$ cat src/rtl/systolic_pe.sv
// Weight-stationary MAC tile for a systolic array with a double-buffered weight.
// Optional macro PE_SATURATE_EN clamps the accumulation instead of wrapping.
module systolic_pe #(
    parameter int DATA_W = 8,
    parameter int ACC_W  = 32
) (
    input  logic              clk,
    input  logic              rst,
    input  logic [ACC_W-1:0]  pe_psum_in,
    input  logic [DATA_W-1:0] pe_weight_in,
    input  logic              pe_accept_w_in,
    input  logic [DATA_W-1:0] pe_input_in,
    input  logic              pe_valid_in,
    input  logic              pe_switch_in,
    input  logic              pe_enabled,
    output logic [ACC_W-1:0]  pe_psum_out,
    output logic [DATA_W-1:0] pe_weight_out,
    output logic [DATA_W-1:0] pe_input_out,
    output logic              pe_valid_out,
    output logic              pe_switch_out
);

    localparam int PROD_W = 2 * DATA_W;

    logic [DATA_W-1:0] r_weight_active;
    logic [DATA_W-1:0] r_weight_shadow;
    logic [ACC_W-1:0]  r_psum_out;
    logic [DATA_W-1:0] r_weight_out;
    logic [DATA_W-1:0] r_input_out;
    logic              r_valid_out;
    logic              r_switch_out;

    logic signed [PROD_W-1:0] w_product;
    logic signed [ACC_W-1:0]  w_product_ext;
    logic [ACC_W-1:0]         w_mac_result;
    logic                     w_clear;

    // Signed product of the activation and the weight that was active before this edge
    always_comb begin
        w_product     = {PROD_W{1'b0}};
        w_product_ext = {ACC_W{1'b0}};
        w_product     = PROD_W'($signed(pe_input_in)) * PROD_W'($signed(r_weight_active));
        w_product_ext = ACC_W'(w_product);
    end

`ifdef PE_SATURATE_EN
    logic signed [ACC_W:0] w_sum_wide;

    // Sum at one extra bit; disagreement of the top two bits marks overflow
    always_comb begin
        w_mac_result = {ACC_W{1'b0}};
        w_sum_wide   = {w_product_ext[ACC_W-1], w_product_ext}
                     + {pe_psum_in[ACC_W-1], pe_psum_in};
        case (w_sum_wide[ACC_W:ACC_W-1])
            2'b01:   w_mac_result = {1'b0, {(ACC_W-1){1'b1}}};
            2'b10:   w_mac_result = {1'b1, {(ACC_W-1){1'b0}}};
            default: w_mac_result = w_sum_wide[ACC_W-1:0];
        endcase
    end
`else
    // Plain modulo-2^ACC_W accumulation
    always_comb begin
        w_mac_result = {ACC_W{1'b0}};
        w_mac_result = w_product_ext + pe_psum_in;
    end
`endif

    // A disabled PE behaves exactly like one held in reset
    always_comb begin
        w_clear = 1'b0;
        if (rst || !pe_enabled) begin
            w_clear = 1'b1;
        end else begin
            w_clear = 1'b0;
        end
    end

    // All state and outputs; switch reads the pre-edge shadow, so accept+switch is safe
    always_ff @(posedge clk) begin
        if (w_clear) begin
            r_weight_active <= {DATA_W{1'b0}};
            r_weight_shadow <= {DATA_W{1'b0}};
            r_psum_out      <= {ACC_W{1'b0}};
            r_weight_out    <= {DATA_W{1'b0}};
            r_input_out     <= {DATA_W{1'b0}};
            r_valid_out     <= 1'b0;
            r_switch_out    <= 1'b0;
        end else begin
            if (pe_accept_w_in) begin
                r_weight_shadow <= pe_weight_in;
                r_weight_out    <= pe_weight_in;
            end else begin
                r_weight_out    <= {DATA_W{1'b0}};
            end

            if (pe_switch_in) begin
                r_weight_active <= r_weight_shadow;
            end

            r_switch_out <= pe_switch_in;

            if (pe_valid_in) begin
                r_psum_out  <= w_mac_result;
                r_input_out <= pe_input_in;
                r_valid_out <= 1'b1;
            end else begin
                r_psum_out  <= {ACC_W{1'b0}};
                r_input_out <= {DATA_W{1'b0}};
                r_valid_out <= 1'b0;
            end
        end
    end

    assign pe_psum_out   = r_psum_out;
    assign pe_weight_out = r_weight_out;
    assign pe_input_out  = r_input_out;
    assign pe_valid_out  = r_valid_out;
    assign pe_switch_out = r_switch_out;

endmodule

$ cat config.mk
export PLATFORM = sky130hd
export DESIGN_NAME = systolic_pe
export DESIGN_NICKNAME = d
export VERILOG_FILES = /design/src/rtl/systolic_pe.sv
export SDC_FILE = /design/constraint.sdc
export NUM_CORES = 1
export LEC_CHECK = 0
export CORE_MARGIN = 2
export CORE_UTILIZATION = 59
export DETAILED_ROUTE_END_ITERATION = 16
export GPL_TIMING_DRIVEN = 0
export PLACE_DENSITY = 0.91
export SLEW_MARGIN = 20
export SYNTH_ARGS = -nofsm -noshare
export SYNTH_HDL_FRONTEND = slang
export SYNTH_SLANG_ARGS = --single-unit
$ cat constraint.sdc
create_clock -name clk -period 15.4 [get_ports clk]
set_input_delay 3.08 -clock clk [delete_from_list [all_inputs] [get_ports clk]]
set_output_delay 3.08 -clock clk [all_outputs]
set_load 0.05 [all_outputs]
==> results.py <==
metrics = {
    "clock_network": {
        "post_cts.repair.setup_buffers": 0,
        "cts_buffers": 9,
        "clockRootBuffer": "clkbuf_8",
        "clock_latency_ns": 0.36,
        "clkSinkCount": 66,
        "ctsHoldBuffers": 0,
        "ctsResizeCount": 0,
        "htree_levels": 3,
        "clockBufferDepth": 2,
        "cts_tree": "built",
        "path_clk_slew_ns": 0.08,
    },
    "floorplanning": {
        "initial_core_util_pct": 61.17,
        "io_pins": 104,
        "coreArea_um2": 9819,
        "fp-row-count": 36,
        "die_y_um": 104.9,
        "die_w_um": 104.9,
        "die-area_um2": 11000,
    },
    "synth": {
        "synth_top_family_by_area": "adder cells",
        "ys_seq_area_share_pct": 22.00,
        "synthAdderAreaFrac_pct": 31.58,
        "ys_types": 55,
        "async_flop_share_pct": 0,
        "synth_nets": 834,
        "synth_mux_area_share_pct": 3.187,
        "yosysWarnings": 0,
        "synth_area_um2": 6007,
        "postSynthCellCount": 662,
        "synth_compound_area_share_pct": 12.37,
        "avgSynthCellArea_um2": 9.074,
        "yosysMostFrequentCell": "inv_1",
        "synth_simple_gate_area_share_pct": 18.29,
        "yosys-top-cells-area": "dfxtp_1, fa_1, ha_1",
        "synth_edf_count": 0,
        "synth-xor-area-share_pct": 5.624,
        "synth_flop_cell": "dfxtp_1",
        "synth_largest_area_cell": "dfxtp_1",
        "netlist.area_leader.share_pct": 22.00,
        "synthTopCellsByCount": "inv_1, dfxtp_1, ha_1",
        "ys_seq_elements": 66,
    },
    "global_route": {
        "grt_overflow": 0,
        "grt_max_degree": 18,
        "grtUsageMet1_pct": 29.66,
        "met2_usage_pct": 47.45,
        "antenna_found_initial": 0,
        "grt_pass1_vias": 5216,
        "track_usage_pct": 26.18,
        "gr-usage-met3_pct": 5.864,
        "busiest_layer": "met2",
        "grt_pass1_wl_um": 23430,
    },
    "timing": {
        "hold_viol": 0,
        "relSlewSlack_pct": 43.52,
        "rsz0062_at_grt": "false",
        "final.min_clock_period_ns": 10.61,
        "setup_viol": 0,
        "worst_slack_ns": 4.791,
        "max_freq_ghz": 0.09426,
        "slew_viol_final": 0,
        "finalClockSkew_ns": 0.006878,
        "finalCritPeriodShare_pct": 68.89,
        "worstMarginPinSlew_ns": 0.8465,
        "hold_ws_ns": 0.5178,
        "fin_tns_setup_ns": 0,
    },
    "route": {
        "drc": 0,
        "routed_wl_um": 13760,
        "viasPerCell": 5.510,
        "drt_iter0_markers": 204,
        "antenna_left": 0,
        "vias": 5025,
        "route.detailed.wl_per_inst_um": 15.08,
        "first_pass_iters": 4,
    },
    "setup_path": {
        "crit_buf_inv": 5,
        "crit_path_end_kind": "register",
        "reg2reg_slack_ns": 7.70,
        "startpoint_type": "input pin",
        "worstPathArrival_ns": 10.83,
        "crit_slowest_cell": "xor2_2",
        "startpoint": "pe_input_in[7]",
        "worst_path_largest_cell_delay_ns": 0.71,
        "ff2ff_path_depth": 24,
        "cp-endpoint": "pe_psum_out[26]",
        "worstPathMaxFanout": 17,
        "r2r-end": "pe_psum_out[26]",
        "rr_startpoint": "r_weight_active[3]",
        "path_depth": 25,
        "critPathRequiredTime_ns": 15.63,
        "critical-path-top-delay-family": "adder cells",
        "worstSetupPathType": "input pin to register",
    },
    "power_and_ir_drop": {
        "powerDensity_nw_per_um2": 58.32,
        "cellLeakagePower_nw": 3.512,
        "vdd_drop_max_mv": 0.06092,
    },
    "final_layout": {
        "fin_cells": 912,
        "layout-drive-gt1-share_pct": 4.493,
        "diodes": 0,
        "syn2layout_area_growth_pct": 23.08,
        "final_nets": 946,
        "num-fill-cells": 690,
    },
    "hold_path": {
        "worstHoldPathType": "register to register",
    },
    "run_status": {
        "status": "complete, no violations",
    },
    "run": {
        "maxCapViolCount": 0,
    },
    "place": {
        "dp_hpwl_um": 10880,
        "dp_slack_ns": 4.616,
        "place_congestion": 0.8546,
        "io_buffers": 101,
        "dp.cells": 896,
    },
}
## flip-flops by register name, summed over array words and instances (netlist names)
register         cells
pe_switch_out        1
pe_input_out         8
r_weight_active      8
pe_psum_out         32
pe_weight_out        8
pe_valid_out         1
r_weight_shadow      8
## report_power, final
part / leakage [nW] / switching (mW) / total [mW] / internal, mW
sequential: 0.537 / 0.00205 / 0.178 / 0.176
clock: 0.100 / 0.0744 / 0.150 / 0.0761
combinational: 2.87 / 0.0590 / 0.103 / 0.0438
total: 3.51 / 0.135 / 0.431 / 0.296
## cells by family (layout without fill, tap and decap cells)
logic type               count (synthesis)  count (layout)
AO/OA/AOI/OAI                           99              99
AND/OR/NAND/NOR                        212             212
buffers and inverters                  111             228
XOR/XNOR                                37              37
adder cells (fa/ha/maj)                118             118
flip-flops                              66              66
multiplexers                            19              19
## worst reg2reg max path, stage by stage, from the launching register on
cell and delay (ns):
dfxtp_1 0.42, and2_1 0.24, fa_1 0.62, inv_1 0.15
fa_1 0.58, inv_1 0.07, fa_1 0.54, inv_1 0.06
fa_1 0.54, inv_1 0.04, ha_1 0.34, and3_1 0.19
a21oi_1 0.19, o31ai_1 0.17, o41ai_2 0.40, xor2_2 0.71
ha_1 0.46, a21oi_2 0.20, o21bai_1 0.07, a2111o_1 0.45
a221oi_2 0.30, o21ai_2 0.17, a311oi_4 0.43, xor2_1 0.19
nor2_1 0.05
## layout make-up
cell class              count  area, um2  share of cell area (%)
well taps                 133      166.4                   2.251
inverters                  99      371.6                   5.026
clock buffers               9      123.9                   1.675
plain buffers              12      46.29                  0.6262
flip-flops and latches     66       1321                   17.87
repair buffers            101       1011                   13.67
multi-input cells         485       4275                   57.83
clock inverters             7      77.57                   1.049
## layer usage
metal	vias to the layer above	wire length (um)
li1	2420	-
met1	2401	5585
met4	0	417
met5	-	0
met3	42	690
met2	162	7063
## placed cells by master (no fill, tap or decap), drive strengths merged, types with 13 or more instances in the layout
cell / n
clkbuf: 20
xnor2: 23
clkdlybuf4s50: 101
ha: 62
nor2: 56
mux2i: 18
a21o: 14
inv: 101
dfxtp: 66
xor2: 13
and2: 48
fa: 56
nand2: 30
a21oi: 31
and3: 23
## how the worst min path moves through the flow
stage,startpoint,to,cells past startpoint
3_5_place_dp,r_weight_shadow[6],r_weight_shadow[6],2
4_1_cts,r_weight_shadow[6],r_weight_shadow[6],2
3_3_place_gp,r_weight_shadow[4],r_weight_active[4],2
6_report,r_weight_shadow[3],r_weight_active[3],2
2_1_floorplan,r_weight_shadow[0],r_weight_shadow[0],2
5_1_grt,r_weight_shadow[3],r_weight_active[3],2
## through the flow
| step | util (%) | power (mW) | instance area, um2 |
|---|---|---|---|
| 3_3_place_gp | 73.17 | 0.2798 | 7184 |
| 5_1_grt | 75.29 | 0.4503 | 7393 |
| 2_1_floorplan | - | 0.2468 | 6007 |
| 6_report | 75.29 | 0.4312 | 7393 |
| 3_5_place_dp | 73.24 | 0.2833 | 7192 |
| 4_1_cts | 75.29 | 0.4324 | 7393 |
(Power assumes the default switching activity.)
